<file path="src/rtl/hand_bbox_centroid_pkg.sv">
// hand_bbox_centroid_pkg: frame geometry, field widths, FSM states and accumulator record.
// CENTROID_EN adds the coordinate sums to the accumulator record.
package hand_bbox_centroid_pkg;
  localparam int DEF_IMG_W = 320;
  localparam int DEF_IMG_H = 480;
  localparam int DEF_MIN_AREA = 64;
  localparam int CW = 9;
  localparam int AW = 18;
  localparam int SXW = 26;
  localparam int SYW = 27;
  typedef enum logic [2:0] {IDLE, SNAP, DIV_X, DIV_Y, HOLD} state_e;
  typedef struct packed {
    logic [AW-1:0] area;
    logic [CW-1:0] xmin;
    logic [CW-1:0] xmax;
    logic [CW-1:0] ymin;
    logic [CW-1:0] ymax;
`ifdef CENTROID_EN
    logic [SXW-1:0] sx;
    logic [SYW-1:0] sy;
`endif
  } acc_t;
  function automatic acc_t acc_init();
    acc_t a;
    a = '0;
    a.xmin = '1;
    a.ymin = '1;
    return a;
  endfunction
endpackage

</file>
<file path="src/rtl/hand_bbox_centroid_if.sv">
// hand_bbox_centroid_if: result record with valid/ready handshake and overwrite pulse.
interface hand_bbox_centroid_if;
  import hand_bbox_centroid_pkg::*;
  logic res_valid;
  logic res_ready;
  logic res_found;
  logic res_drop;
  logic [AW-1:0] res_area;
  logic [CW-1:0] res_xmin;
  logic [CW-1:0] res_xmax;
  logic [CW-1:0] res_ymin;
  logic [CW-1:0] res_ymax;
  logic [CW-1:0] res_cx;
  logic [CW-1:0] res_cy;
  modport master (
    output res_valid, res_found, res_drop, res_area, res_xmin, res_xmax, res_ymin, res_ymax,
           res_cx, res_cy,
    input  res_ready
  );
  modport slave (
    input  res_valid, res_found, res_drop, res_area, res_xmin, res_xmax, res_ymin, res_ymax,
           res_cx, res_cy,
    output res_ready
  );
endinterface

</file>
<file path="src/rtl/hand_bbox_centroid_seq_divider.sv">
// seq_divider: 27-step restoring divider, 9-bit quotient saturating at 511.
// Present only when CENTROID_EN is defined.
`ifdef CENTROID_EN
module seq_divider
  import hand_bbox_centroid_pkg::*;
(
  input  logic           clk,
  input  logic           rst_n,
  input  logic           start_i,
  input  logic [SYW-1:0] dividend_i,
  input  logic [AW-1:0]  divisor_i,
  output logic           done_o,
  output logic [CW-1:0]  quo_o
);
  logic [SYW-1:0] q_q, q_in, q_s;
  logic [AW-1:0] r_q, r_in, r_s;
  logic [AW:0] sh;
  logic [4:0] cnt_q;
  logic run_q, ge;
  // the start cycle already performs the first step, so 27 steps end 27 clocks later
  always_comb begin
    q_in = start_i ? dividend_i : q_q;
    r_in = start_i ? '0 : r_q;
    sh = {r_in, q_in[SYW-1]};
    ge = sh >= {1'b0, divisor_i};
    r_s = ge ? AW'(sh - {1'b0, divisor_i}) : sh[AW-1:0];
    q_s = {q_in[SYW-2:0], ge};
  end
  always_ff @(posedge clk or negedge rst_n)
    if (!rst_n) begin
      q_q <= '0;
      r_q <= '0;
      cnt_q <= '0;
      run_q <= 1'b0;
    end else begin
      run_q <= start_i || (run_q && cnt_q != 5'd0);
      if (start_i || (run_q && cnt_q != 5'd0)) begin
        q_q <= q_s;
        r_q <= r_s;
        cnt_q <= start_i ? 5'd26 : cnt_q - 5'd1;
      end
    end
  assign done_o = run_q && cnt_q == 5'd0;
  assign quo_o = |q_q[SYW-1:CW] ? '1 : q_q[CW-1:0];
endmodule
`endif

</file>
<file path="src/rtl/hand_bbox_centroid.sv">
// hand_bbox_centroid: per-frame area, bounding box and (CENTROID_EN) centroid of the
// foreground pixel stream, presented as one valid/ready record per complete frame.
module hand_bbox_centroid
  import hand_bbox_centroid_pkg::*;
#(
  parameter int IMG_W = DEF_IMG_W,
  parameter int IMG_H = DEF_IMG_H,
  parameter int MIN_AREA = DEF_MIN_AREA
) (
  input  logic guass_clk,
  input  logic rst_n,
  input  logic CMOS_VSYNC,
  input  logic data_me,
  hand_bbox_centroid_if.master res
);
  state_e state_q, state_d;
  acc_t acc_q, acc_d, hold_q;
  logic [CW-1:0] x_q, y_q;
  logic done_q, fc_q, drop_q, found, pix, x_end, last, snap;
  assign pix = !CMOS_VSYNC && !done_q;
  assign x_end = x_q == CW'(IMG_W - 1);
  assign last = x_end && y_q == CW'(IMG_H - 1);
  assign snap = fc_q && (state_q == IDLE || state_q == HOLD);
  assign found = hold_q.area >= AW'(MIN_AREA);
  // done_q freezes the counters after the last pixel until the next blanking
  always_ff @(posedge guass_clk or negedge rst_n)
    if (!rst_n) begin
      x_q <= '0;
      y_q <= '0;
      done_q <= 1'b0;
      fc_q <= 1'b0;
    end else begin
      fc_q <= pix && last;
      if (CMOS_VSYNC) begin
        x_q <= '0;
        y_q <= '0;
        done_q <= 1'b0;
      end else if (!done_q) begin
        x_q <= last ? x_q : (x_end ? '0 : x_q + 1'b1);
        y_q <= (x_end && !last) ? y_q + 1'b1 : y_q;
        done_q <= last;
      end
    end
  always_comb begin
    acc_d = acc_q;
    if (CMOS_VSYNC || fc_q) acc_d = acc_init();
    else if (pix && data_me) begin
      acc_d.area = acc_q.area + 1'b1;
      acc_d.xmin = x_q < acc_q.xmin ? x_q : acc_q.xmin;
      acc_d.xmax = x_q > acc_q.xmax ? x_q : acc_q.xmax;
      acc_d.ymin = y_q < acc_q.ymin ? y_q : acc_q.ymin;
      acc_d.ymax = y_q > acc_q.ymax ? y_q : acc_q.ymax;
`ifdef CENTROID_EN
      acc_d.sx = acc_q.sx + SXW'(x_q);
      acc_d.sy = acc_q.sy + SYW'(y_q);
`endif
    end
  end
  always_ff @(posedge guass_clk or negedge rst_n)
    if (!rst_n) begin
      state_q <= IDLE;
      acc_q <= acc_init();
      hold_q <= '0;
      drop_q <= 1'b0;
    end else begin
      state_q <= state_d;
      acc_q <= acc_d;
      if (snap) hold_q <= acc_q;
      drop_q <= state_q == HOLD && fc_q && !res.res_ready;
    end
`ifdef CENTROID_EN
  logic div_start, div_done;
  logic [CW-1:0] quo, cx_q, cy_q;
  seq_divider u_div (
    .clk(guass_clk),
    .rst_n,
    .start_i(div_start),
    .dividend_i(state_q == SNAP ? SYW'(hold_q.sx) : hold_q.sy),
    .divisor_i(hold_q.area),
    .done_o(div_done),
    .quo_o(quo)
  );
  always_ff @(posedge guass_clk or negedge rst_n)
    if (!rst_n) begin
      cx_q <= '0;
      cy_q <= '0;
    end else if (snap) begin
      cx_q <= '0;
      cy_q <= '0;
    end else if (div_done && state_q == DIV_X) cx_q <= quo;
    else if (div_done && state_q == DIV_Y) cy_q <= quo;
  assign res.res_cx = cx_q;
  assign res.res_cy = cy_q;
`else
  assign res.res_cx = '0;
  assign res.res_cy = '0;
`endif
  // a frame completing during DIV_* is ignored; in HOLD it replaces the record
  always_comb begin
    state_d = state_q;
`ifdef CENTROID_EN
    div_start = 1'b0;
`endif
    case (state_q)
      IDLE: state_d = fc_q ? SNAP : IDLE;
`ifdef CENTROID_EN
      SNAP: begin
        state_d = found ? DIV_X : HOLD;
        div_start = found;
      end
      DIV_X: begin
        state_d = div_done ? DIV_Y : DIV_X;
        div_start = div_done;
      end
      DIV_Y: state_d = div_done ? HOLD : DIV_Y;
`else
      SNAP: state_d = HOLD;
`endif
      HOLD: state_d = fc_q ? SNAP : (res.res_ready ? IDLE : HOLD);
      default: state_d = IDLE;
    endcase
  end
  assign res.res_valid = state_q == HOLD;
  assign res.res_found = found;
  assign res.res_drop = drop_q;
  assign res.res_area = hold_q.area;
  assign res.res_xmin = found ? hold_q.xmin : '0;
  assign res.res_xmax = found ? hold_q.xmax : '0;
  assign res.res_ymin = found ? hold_q.ymin : '0;
  assign res.res_ymax = found ? hold_q.ymax : '0;
endmodule

</file>
<file path="src/flat_wrapper.sv">
// flat-port wrapper written by rule: the top's interface ports become plain ports
module hand_bbox_centroid_flat import hand_bbox_centroid_pkg::*;
#(
  parameter int IMG_W = DEF_IMG_W,
  parameter int IMG_H = DEF_IMG_H,
  parameter int MIN_AREA = DEF_MIN_AREA
)
  (guass_clk, rst_n, CMOS_VSYNC, data_me, res_res_valid, res_res_found, res_res_drop, res_res_area, res_res_xmin, res_res_xmax, res_res_ymin, res_res_ymax, res_res_cx, res_res_cy, res_res_ready);
  hand_bbox_centroid_if res_i ();
  input  logic guass_clk;
  input  logic rst_n;
  input  logic CMOS_VSYNC;
  input  logic data_me;
  output wire logic [$bits(res_i.res_valid)-1:0] res_res_valid;
  output wire logic [$bits(res_i.res_found)-1:0] res_res_found;
  output wire logic [$bits(res_i.res_drop)-1:0] res_res_drop;
  output wire logic [$bits(res_i.res_area)-1:0] res_res_area;
  output wire logic [$bits(res_i.res_xmin)-1:0] res_res_xmin;
  output wire logic [$bits(res_i.res_xmax)-1:0] res_res_xmax;
  output wire logic [$bits(res_i.res_ymin)-1:0] res_res_ymin;
  output wire logic [$bits(res_i.res_ymax)-1:0] res_res_ymax;
  output wire logic [$bits(res_i.res_cx)-1:0] res_res_cx;
  output wire logic [$bits(res_i.res_cy)-1:0] res_res_cy;
  input wire logic [$bits(res_i.res_ready)-1:0] res_res_ready;
  assign res_res_valid = res_i.res_valid;
  assign res_res_found = res_i.res_found;
  assign res_res_drop = res_i.res_drop;
  assign res_res_area = res_i.res_area;
  assign res_res_xmin = res_i.res_xmin;
  assign res_res_xmax = res_i.res_xmax;
  assign res_res_ymin = res_i.res_ymin;
  assign res_res_ymax = res_i.res_ymax;
  assign res_res_cx = res_i.res_cx;
  assign res_res_cy = res_i.res_cy;
  assign res_i.res_ready = res_res_ready;
  hand_bbox_centroid #(.IMG_W(IMG_W), .IMG_H(IMG_H), .MIN_AREA(MIN_AREA)) u_core (.guass_clk(guass_clk), .rst_n(rst_n), .CMOS_VSYNC(CMOS_VSYNC), .data_me(data_me), .res(res_i));
endmodule
</file>
<file path="config.mk">
export PLATFORM = sky130hd
export DESIGN_NAME = hand_bbox_centroid_flat
export DESIGN_NICKNAME = d
export VERILOG_FILES = /design/src/rtl/hand_bbox_centroid_pkg.sv /design/src/rtl/hand_bbox_centroid_if.sv /design/src/rtl/hand_bbox_centroid_seq_divider.sv /design/src/rtl/hand_bbox_centroid.sv /design/src/flat_wrapper.sv
export SDC_FILE = /design/constraint.sdc
export NUM_CORES = 1
export LEC_CHECK = 0
export CORE_ASPECT_RATIO = 1.5
export CORE_UTILIZATION = 60
export DETAILED_ROUTE_END_ITERATION = 10
export GPL_ROUTABILITY_DRIVEN = 1
export PLACE_DENSITY = 0.85
export RECOVER_POWER = 50
export SLEW_MARGIN = 20
export SYNTH_ARGS = -nofsm -noshare
export SYNTH_HDL_FRONTEND = slang
export SYNTH_SLANG_ARGS = --single-unit
</file>
<file path="constraint.sdc">
create_clock -name guass_clk -period 5.8 [get_ports guass_clk]
set_input_delay 1.16 -clock guass_clk [delete_from_list [all_inputs] [get_ports guass_clk]]
set_output_delay 1.16 -clock guass_clk [all_outputs]
set_load 0.02 [all_outputs]
</file>
==> flow_summary.toml, run 1 <==
[route]
wirelength_mm = 14.6
post-route-drc-count = 0
dr.pass1.iters = 7
wire_per_inst_um = 17.1
postRouteAntennaNets = 0
dr_total_vias = 5068
vias_per_cell = 5.94
drt_iter0_drc = 308

[grt]
met1_usage = 0.309
grt_use_total = 0.258
grt_pass1_vias = 5133
antenna_found_initial = 0
grt_pass1_wl_mm = 24.6
grt-busiest-layer = "met2"
grt_max_degree = 86
grt_use_met3 = 0.0561
grt-ovfl-total = 0
grt_util_met2 = 0.457

[clocking]
cts_hold_buf = 0
clk_pin_slew_ns = 0.06
cts_tree = "yes"
cts_root_buf = "clkbuf_16"
clkLatencyLatePin_ns = 0.42
clockBufferDepth = 2
cts_resized = 0
h-tree-depth = 4
post-cts-setup-buffers = 0
cts_made_buffers = 17
clkSinkCount = 131

[run]
maxCapViolCount = 2

[die]
fp.dieArea_mm2 = 0.0120
die_w_um = 90.0
row_count = 47
boundaryPins = 80
core_area_mm2 = 0.0112
initial_core_util = 0.623
dieHeight_um = 134

[placement]
pre_cts_ws_ns = 1.89
io_buffers = 61
gp_congestion = 0.865
dp.cells = 821
hpwlAfterDp_mm = 9.73

[setup_path]
cp-end-kind = "output pin"
crit_path_cell_trace = "nor4_1 -> nand3_2 -> and2_1 -> clkdlybuf4s50_1"
crit_type = "reg -> out"
critPathMaxStageDelay_ns = 0.56
cp.required_ns = 4.64
crit_path_start_kind = "register"
cp.arrival_ns = 2.69
worst-path-max-fanout = 37
cp_slowest_cell = "nand3_2"

[synth]
syn_inst = 659
synth.ff_latch_count = 131
synth.avg_cell_area_um2 = 10.6
synth_area_mm2 = 0.00696
synth-warning-count = 0
synth_edf_count = 0
synth_flop_cell = "dfrtp_1"
synth.distinct_cells = 50
yosysSeqAreaShare = 0.474
async_reset_ff_frac = 1.00

[min_path]
hp-class = "reg -> reg"

[timing]
period_share = 0.663
hold_viol = 0
slew_violations = 104
fin_tns_setup_ns = 0
worstMarginPinSlew_ns = 2.98
fmaxAchievable_ghz = 0.260
post-route-min-period_ns = 3.85
fin_worst_skew_ns = 0.00544
setup_viol = 0
rsz0062_at_grt = "false"
relSlewSlack = -0.988
fin_ws_ns = 1.95

[power]
total_power_uw = 2050
p_leak_uw = 0.00375
p_per_area_mw_per_mm2 = 256
max-vdd-ir-drop_mv = 0.229

[finish]
layout-drive-gt1-share = 0.161
final_util = 0.717
final_common_cell = "dfrtp_1"
post_layout_nonfiller_instances = 853
diodes = 0
layout_common_cells = "dfrtp_1, clkdlybuf4s50_1, mux2_2"
area_delta_synth_final_pct = 15.1
nFillCells = 764
fin_nets = 735

[outcome]
failed_checks = "max-capacitance violations, max-slew violations"
status = "finished with violations"
-- per-stage QoR --
stage | hold WS [ns] | area (um^2)
2_1_floorplan | 0.472 | 7030
3_3_place_gp | 0.483 | 7440
3_5_place_dp | 0.488 | 7450
4_1_cts | 0.500 | 8010
5_1_grt | 0.513 | 8010
6_report | 0.499 | 8010
-- per-layer routing --
layer | share of wire | vias up
met5 | 0 | -
met4 | 0.021 | 0
met3 | 0.044 | 37
met2 | 0.54 | 158
met1 | 0.40 | 2508
li1 | - | 2365
-- state kept, by name (all words and copies together) (netlist names) --
signal,cells
u_core.done_q,1
u_core.res.res_drop,1
u_core.x_q,9
u_core.res.res_area,18
u_core.acc_q,54
u_core.fc_q,1
u_core.hold_q,36
u_core.y_q,9
u_core.state_q,2
-- where the power goes --
group          switching (uW)  total (uW)  internal, uW
logic                    77.4         102          25.0
registers                12.6         948           935
clock network             407         997           590
-- path summary, 6_finish.rpt --
check / start / endpoint / slack, ns / cells past startpoint
hold / removal: u_core.hold_q[28]$_DFFE_PN0P_ / u_core.hold_q[28]$_DFFE_PN0P_ / 0.50 / 1
setup / recovery: u_core.res.res_area[6]$_DFFE_PN0P_ / res_res_ymin[6] / 1.95 / 4
hold reg to reg: u_core.hold_q[28]$_DFFE_PN0P_ / u_core.hold_q[28]$_DFFE_PN0P_ / 0.50 / 1
min in group asynchronous: rst_n / u_core.hold_q[2]$_DFFE_PN0P_ / 0.76 / 1
setup reg to reg: u_core.fc_q$_DFF_PN0_ / u_core.hold_q[18]$_DFFE_PN0P_ / 2.41 / 3
max in group asynchronous: rst_n / u_core.hold_q[22]$_DFFE_PN0P_ / 2.20 / 2
-- synth_stat cells (3+ instances only) --
library cell,n,share of area
mux2_2,55,0.089
dfstp_2,18,0.068
and4_1,6,0.0075
and3_1,6,0.0054
nand4_1,10,0.0090
a211o_1,5,0.0063
o21ai_1,7,0.0050
o31ai_1,5,0.0054
nor2_1,41,0.022
ha_1,37,0.066
buf_1,3,0.0016
mux2i_1,4,0.0058
nand2_1,16,0.0086
nor3_1,6,0.0043
a211oi_1,4,0.0043
nor4_1,7,0.0063
and2_1,37,0.033
nand2b_1,5,0.0045
dfrtp_1,113,0.41
clkbuf_1,23,0.012
xnor2_1,3,0.0038
buf_6,3,0.0049
o21ai_0,41,0.029
o311ai_0,18,0.023
nand3_1,33,0.024
nor2b_1,3,0.0027
a21oi_1,24,0.017
buf_4,36,0.039
inv_1,43,0.023
xor2_1,18,0.023
-- kinds of logic (layout without fill, tap and decap cells) --
group | after synthesis | after routing | synth area share
buffers and inverters | 108 | 138 | 0.0809
AND/OR/NAND/NOR | 179 | 179 | 0.141
XOR/XNOR | 21 | 21 | 0.0264
AO/OA/AOI/OAI | 123 | 123 | 0.116
multiplexers | 59 | 59 | 0.0947
adder cells (fa/ha/maj) | 37 | 37 | 0.0665
other | 1 | 18 | 0.000539
flip-flops | 131 | 131 | 0.474
-- final cells by class --
type / count / area (um^2) / share of cell area
Clock buffer: 17 / 425 / 0.0531
Clock inverter: 15 / 134 / 0.0167
Inverter: 43 / 161 / 0.0201
Multi-Input combinational cell: 437 / 3190 / 0.398
Sequential cell: 131 / 3300 / 0.412
Tap cell: 147 / 184 / 0.0230
Timing Repair Buffer: 63 / 619 / 0.0773
-- worst max-delay path: cells and delay by family (launching register included) --
family                 cells  cell delay, ns
flip-flops                 1            0.39
buffers and inverters      1            0.54
AND/OR/NAND/NOR            3            1.33
Power figures use the tool's default switching activity.
==> run 2, diff against run 1 <==
--- a/config.mk
+++ b/config.mk
@@ -6,10 +6,10 @@
 export NUM_CORES = 1
 export LEC_CHECK = 0
 export CORE_ASPECT_RATIO = 1.5
-export CORE_UTILIZATION = 60
+export CORE_UTILIZATION = 57
 export DETAILED_ROUTE_END_ITERATION = 10
 export GPL_ROUTABILITY_DRIVEN = 1
-export PLACE_DENSITY = 0.85
+export PLACE_DENSITY = 0.81
 export RECOVER_POWER = 50
 export SLEW_MARGIN = 20
 export SYNTH_ARGS = -nofsm -noshare
==> constraint.sdc (replaced) <==
create_clock -name guass_clk -period 3.9 [get_ports guass_clk]
set_input_delay 0.78 -clock guass_clk [delete_from_list [all_inputs] [get_ports guass_clk]]
set_output_delay 0.78 -clock guass_clk [all_outputs]
set_load 0.02 [all_outputs]
==> flow_summary.toml, run 2 (synthesis results as in run 1) <==
[outcome]
status = "finished with violations"
failed_checks = "design-rule violations, max-capacitance violations, max-slew violations"

[clocking]
cts_made_buffers = 17
clk_pin_slew_ns = 0.05
post-cts-setup-buffers = 0
cts_resized = 0
cts_hold_buf = 0
clkSinkCount = 131
cts_tree = "yes"
cts_root_buf = "clkbuf_16"
clockBufferDepth = 2
clkLatencyLatePin_ns = 0.42
h-tree-depth = 4

[power]
p_clk_frac = 0.517
p_int_uw = 2550
p_switching_uw = 692
max-vdd-ir-drop_mv = 0.337
p_seq_frac = 0.435
p_leak_uw = 0.00381
p_per_area_mw_per_mm2 = 399
total_power_uw = 3240
power.share.combinational = 0.047
swShare = 0.214

[setup_path]
startpoint = "CMOS_VSYNC"
cp.arrival_ns = 3.25
crit_type = "in -> reg"
critPathMaxStageDelay_ns = 1.53
r2r_slack_ns = 0.97
worst-path-max-fanout = 36
regToRegStartpoint = "u_core.fc_q$_DFF_PN0_"
cp-end-kind = "register"
cp_slowest_cell = "or2_0"
crit_path_cell_trace = "dlygate4sd3_1 -> buf_4 -> or2_0 -> nor2_1"
reg2regPathDepth = 3
crit-reg2reg-capture = "u_core.res.res_area[11]$_DFFE_PN0P_"
cp.required_ns = 4.11
crit_path_start_kind = "input port"

[finish]
design_area_mm2 = 0.00812
area_delta_synth_final_pct = 16.6
layout.area.seq_mm2 = 0.00330
fin_nets = 741
nFillCells = 905
diodes = 0
largest_reg_flops = 54
final_common_cell = "dfrtp_1"
multiInputGateArea_mm2 = 0.00316
layout-drive-gt1-share = 0.162
top_register = "u_core.acc_q"
layout_common_cells = "dfrtp_1, clkdlybuf4s50_1, mux2_2"

[die]
core_area_mm2 = 0.0120
fp.dieArea_mm2 = 0.0127
row_count = 49
boundaryPins = 80
initial_core_util = 0.582
die_w_um = 92.2
dieHeight_um = 137

[timing]
fin_tns_setup_ns = 0
post-route-min-period_ns = 3.05
fmaxAchievable_ghz = 0.328
worstMarginPinSlew_ns = 2.07
hold_viol = 0
rsz0062_at_grt = "false"
period_share = 0.781
slew_violations = 130
fin_worst_skew_ns = 0.00914
relSlewSlack = -0.380
setup_viol = 0

[placement]
gp_congestion = 0.889
place_area_mm2 = 0.00750
hpwlAfterDp_mm = 9.53
io_buffers = 61

[grt]
grt_max_degree = 73
grt_use_total = 0.247
antenna_found_initial = 0
grt_use_met3 = 0.0602
grt-ovfl-total = 0
met1_usage = 0.292
grt_pass1_vias = 5171
grt_pass1_wl_mm = 24.4
grt-busiest-layer = "met2"
grt_util_met2 = 0.432

[route]
vias_per_cell = 5.82
drt_iter0_drc = 254
dr_total_vias = 5036
postRouteAntennaNets = 0
post-route-drc-count = 2
dr.pass1.iters = 7
wire_per_inst_um = 16.6
wirelength_mm = 14.3

[min_path]
hold_depth = 1
holdPathEnd = "u_core.hold_q[22]$_DFFE_PN0P_"
hp-class = "reg -> reg"
hold_start = "u_core.hold_q[22]$_DFFE_PN0P_"

[run]
maxCapViolCount = 3
-- run 2: how the worst max path moves through the flow --
stage | end | slack, ns | cells past startpoint
2_1_floorplan | u_core.x_q[4]$_DFFE_PN0P_ | 1.25 | 8
3_3_place_gp | u_core.x_q[4]$_DFFE_PN0P_ | 0.81 | 6
3_5_place_dp | u_core.x_q[4]$_DFFE_PN0P_ | 0.78 | 6
4_1_cts | res_res_ymin[3] | 0.84 | 5
5_1_grt | u_core.acc_q[49]$_DFFE_PN0P_ | 0.66 | 4
6_report | u_core.acc_q[38]$_DFFE_PN0P_ | 0.85 | 4
-- run 2: layout make-up --
class / instances / area share
Inverter: 43 / 0.0199
Clock inverter: 10 / 0.0191
Tap cell: 153 / 0.0236
Timing Repair Buffer: 69 / 0.0831
Clock buffer: 22 / 0.0584
Multi-Input combinational cell: 437 / 0.389
Sequential cell: 131 / 0.407
-- run 2: per-layer routing --
layer / vias up / routed length [um]
li1: 2364 / -
met1: 2519 / 5850
met2: 132 / 7610
met3: 21 / 625
met4: 0 / 234
met5: - / 0
-- run 2: power by group through the flow --
stage,logic (uW),registers (uW),clock network (uW)
5_1_grt,176,1410,1760
6_report,154,1410,1680
3_3_place_gp,148,1430,0
3_5_place_dp,154,1430,0
2_1_floorplan,112,1430,0
4_1_cts,157,1410,1700
-- run 2: critical path, delay by kind of cell --
family        cells  cell delay, ns
simple gates      2            1.70
buf+inv           2            0.76
-- run 2: through the flow --
| stage | cells | hold slack [ns] | worst slack (ns) | util |
|---|---|---|---|---|
| after floorplan | 676 | 0.472 | 1.25 | - |
| after global placement | 833 | 0.482 | 0.814 | 0.628 |
| after detailed placement | 833 | 0.489 | 0.780 | 0.628 |
| after CTS | 865 | 0.502 | 0.841 | 0.680 |
| after global routing | 865 | 0.510 | 0.664 | 0.679 |
| final | 865 | 0.497 | 0.855 | 0.679 |
==> run 3, diff against run 2 <==
--- a/config.mk
+++ b/config.mk
@@ -6,10 +6,10 @@
 export NUM_CORES = 1
 export LEC_CHECK = 0
 export CORE_ASPECT_RATIO = 1.5
-export CORE_UTILIZATION = 57
+export CORE_UTILIZATION = 51
 export DETAILED_ROUTE_END_ITERATION = 10
 export GPL_ROUTABILITY_DRIVEN = 1
-export PLACE_DENSITY = 0.81
+export PLACE_DENSITY = 0.76
 export RECOVER_POWER = 50
 export SLEW_MARGIN = 20
 export SYNTH_ARGS = -nofsm -noshare
==> constraint.sdc (replaced) <==
create_clock -name guass_clk -period 2.8 [get_ports guass_clk]
set_input_delay 0.56 -clock guass_clk [delete_from_list [all_inputs] [get_ports guass_clk]]
set_output_delay 0.56 -clock guass_clk [all_outputs]
set_load 0.02 [all_outputs]
==> flow_summary.toml, run 3 (synthesis results as in run 1) <==
[route]
postRouteAntennaNets = 0
drt_iter0_drc = 380
wirelength_mm = 15.1
post-route-drc-count = 0
dr.pass1.iters = 5
wire_per_inst_um = 17.1
vias_per_cell = 5.91
dr_total_vias = 5225

[clocking]
cts_hold_buf = 0
clk_pin_slew_ns = 0.06
clkSinkCount = 131
clkLatencyLatePin_ns = 0.42
post-cts-setup-buffers = 0
clockBufferDepth = 2
cts_resized = 24
cts_tree = "yes"
h-tree-depth = 4
cts_root_buf = "clkbuf_16"
cts_made_buffers = 17

[power]
max-vdd-ir-drop_mv = 0.376
total_power_uw = 4510
p_leak_uw = 0.00421
p_per_area_mw_per_mm2 = 548

[grt]
grt_use_met3 = 0.0472
grt-busiest-layer = "met2"
grt_use_total = 0.226
grt-ovfl-total = 0
grt_pass1_wl_mm = 25.8
met1_usage = 0.273
grt_pass1_vias = 5360
grt_util_met2 = 0.382
antenna_found_initial = 0
grt_max_degree = 57

[placement]
pre_cts_ws_ns = 0.0979
hpwlAfterDp_mm = 10.2
gp_congestion = 0.882
io_buffers = 61

[timing]
fmaxAchievable_ghz = 0.387
worstMarginPinSlew_ns = 1.39
setup_viol = 0
fin_tns_setup_ns = 0
period_share = 0.924
slew_violations = 0
hold_viol = 0
fin_ws_ns = 0.213
rsz0062_at_grt = "false"
whs_ns = 0.463
post-route-min-period_ns = 2.59
relSlewSlack = 0.0759
fin_worst_skew_ns = 0.00688

[finish]
area_delta_synth_final_pct = 18.0
final_common_cell = "dfrtp_1"
layout.area.seq_mm2 = 0.00330
largest_reg_flops = 54
multiInputGateArea_mm2 = 0.00317
top_register = "u_core.acc_q"
layout_common_cells = "dfrtp_1, mux2_2, inv_1"
diodes = 0
fin_nets = 754
layout-drive-gt1-share = 0.175
nFillCells = 1047
final_util = 0.625

[die]
row_count = 51
fp.dieArea_mm2 = 0.0141
dieHeight_um = 145
core_area_mm2 = 0.0131
boundaryPins = 80
die_w_um = 97.4
initial_core_util = 0.530

[setup_path]
reg2regPathDepth = 5
crit-reg2reg-capture = "u_core.acc_q[0]$_DFFE_PN0P_"
regToRegStartpoint = "u_core.y_q[6]$_DFFE_PN0P_"
r2r_slack_ns = 0.38
crit_type = "reg -> out"
cp-end-kind = "output pin"
cp.arrival_ns = 2.03
crit_path_start_kind = "register"
worst-path-max-fanout = 37
cp.required_ns = 2.24

[outcome]
status = "completed"

[run]
maxCapViolCount = 0

[min_path]
hp-class = "in -> async"
[run 3: cell types whose count changed in the layout (fill, tap and decap cells not counted), moves of 2 or more]
cell and delta:
clkinv_4 +3, clkbuf_8 -3, clkdlybuf4s50_1 -36, dlygate4sd2_1 +23, buf_4 +8, dlymetal6s2s_1 +13, clkbuf_1 +2, clkbuf_2 +2
[run 3: worst max-delay path by stage]
| stage | from | endpoint | slack [ns] | depth (start not counted) |
|---|---|---|---|---|
| floorplan | CMOS_VSYNC | u_core.x_q[4]$_DFFE_PN0P_ | 0.37 | 8 |
| global placement | CMOS_VSYNC | u_core.x_q[4]$_DFFE_PN0P_ | 0.15 | 6 |
| detailed placement | CMOS_VSYNC | u_core.x_q[5]$_DFFE_PN0P_ | 0.1 | 7 |
| CTS | u_core.res.res_area[12]$_DFFE_PN0P_ | res_res_ymax[4] | 0.03 | 5 |
| global route | u_core.res.res_area[12]$_DFFE_PN0P_ | res_res_found | 0.13 | 4 |
| finish | u_core.res.res_area[12]$_DFFE_PN0P_ | res_res_found | 0.21 | 4 |
[run 3: area by class of cell]
type / count / area share
clock inverter: 13 / 0.0225
multi-input combinational: 437 / 0.386
clock buffer: 19 / 0.0527
sequential: 131 / 0.402
tap: 159 / 0.0242
inverter: 43 / 0.0196
timing repair buffer: 82 / 0.0934
[run 3: where the power goes]
part	switching [uW]	internal [uW]
clock	826	1490
combinational	166	61.5
sequential	24.2	1940
total	1020	3490
[run 3: per-stage QoR]
step           cells  cell area (um^2)
3_5_place_dp     852              7620
2_1_floorplan    676              7030
6_report         884              8220
5_1_grt          884              8220
4_1_cts          884              8210
3_3_place_gp     852              7620
[run 3: critical path: stages (launching register included)]
cell	delay, ns
dfrtp_1	0.40
nor4_1	0.31
nand3_1	0.13
buf_6	0.20
clkdlybuf4s50_1	0.56
[run 3: routing by layer]
metal,wire length (um),vias up
li1,-,2390
met1,6190,2621
met2,7830,174
met3,645,40
met4,423,0
met5,0,-
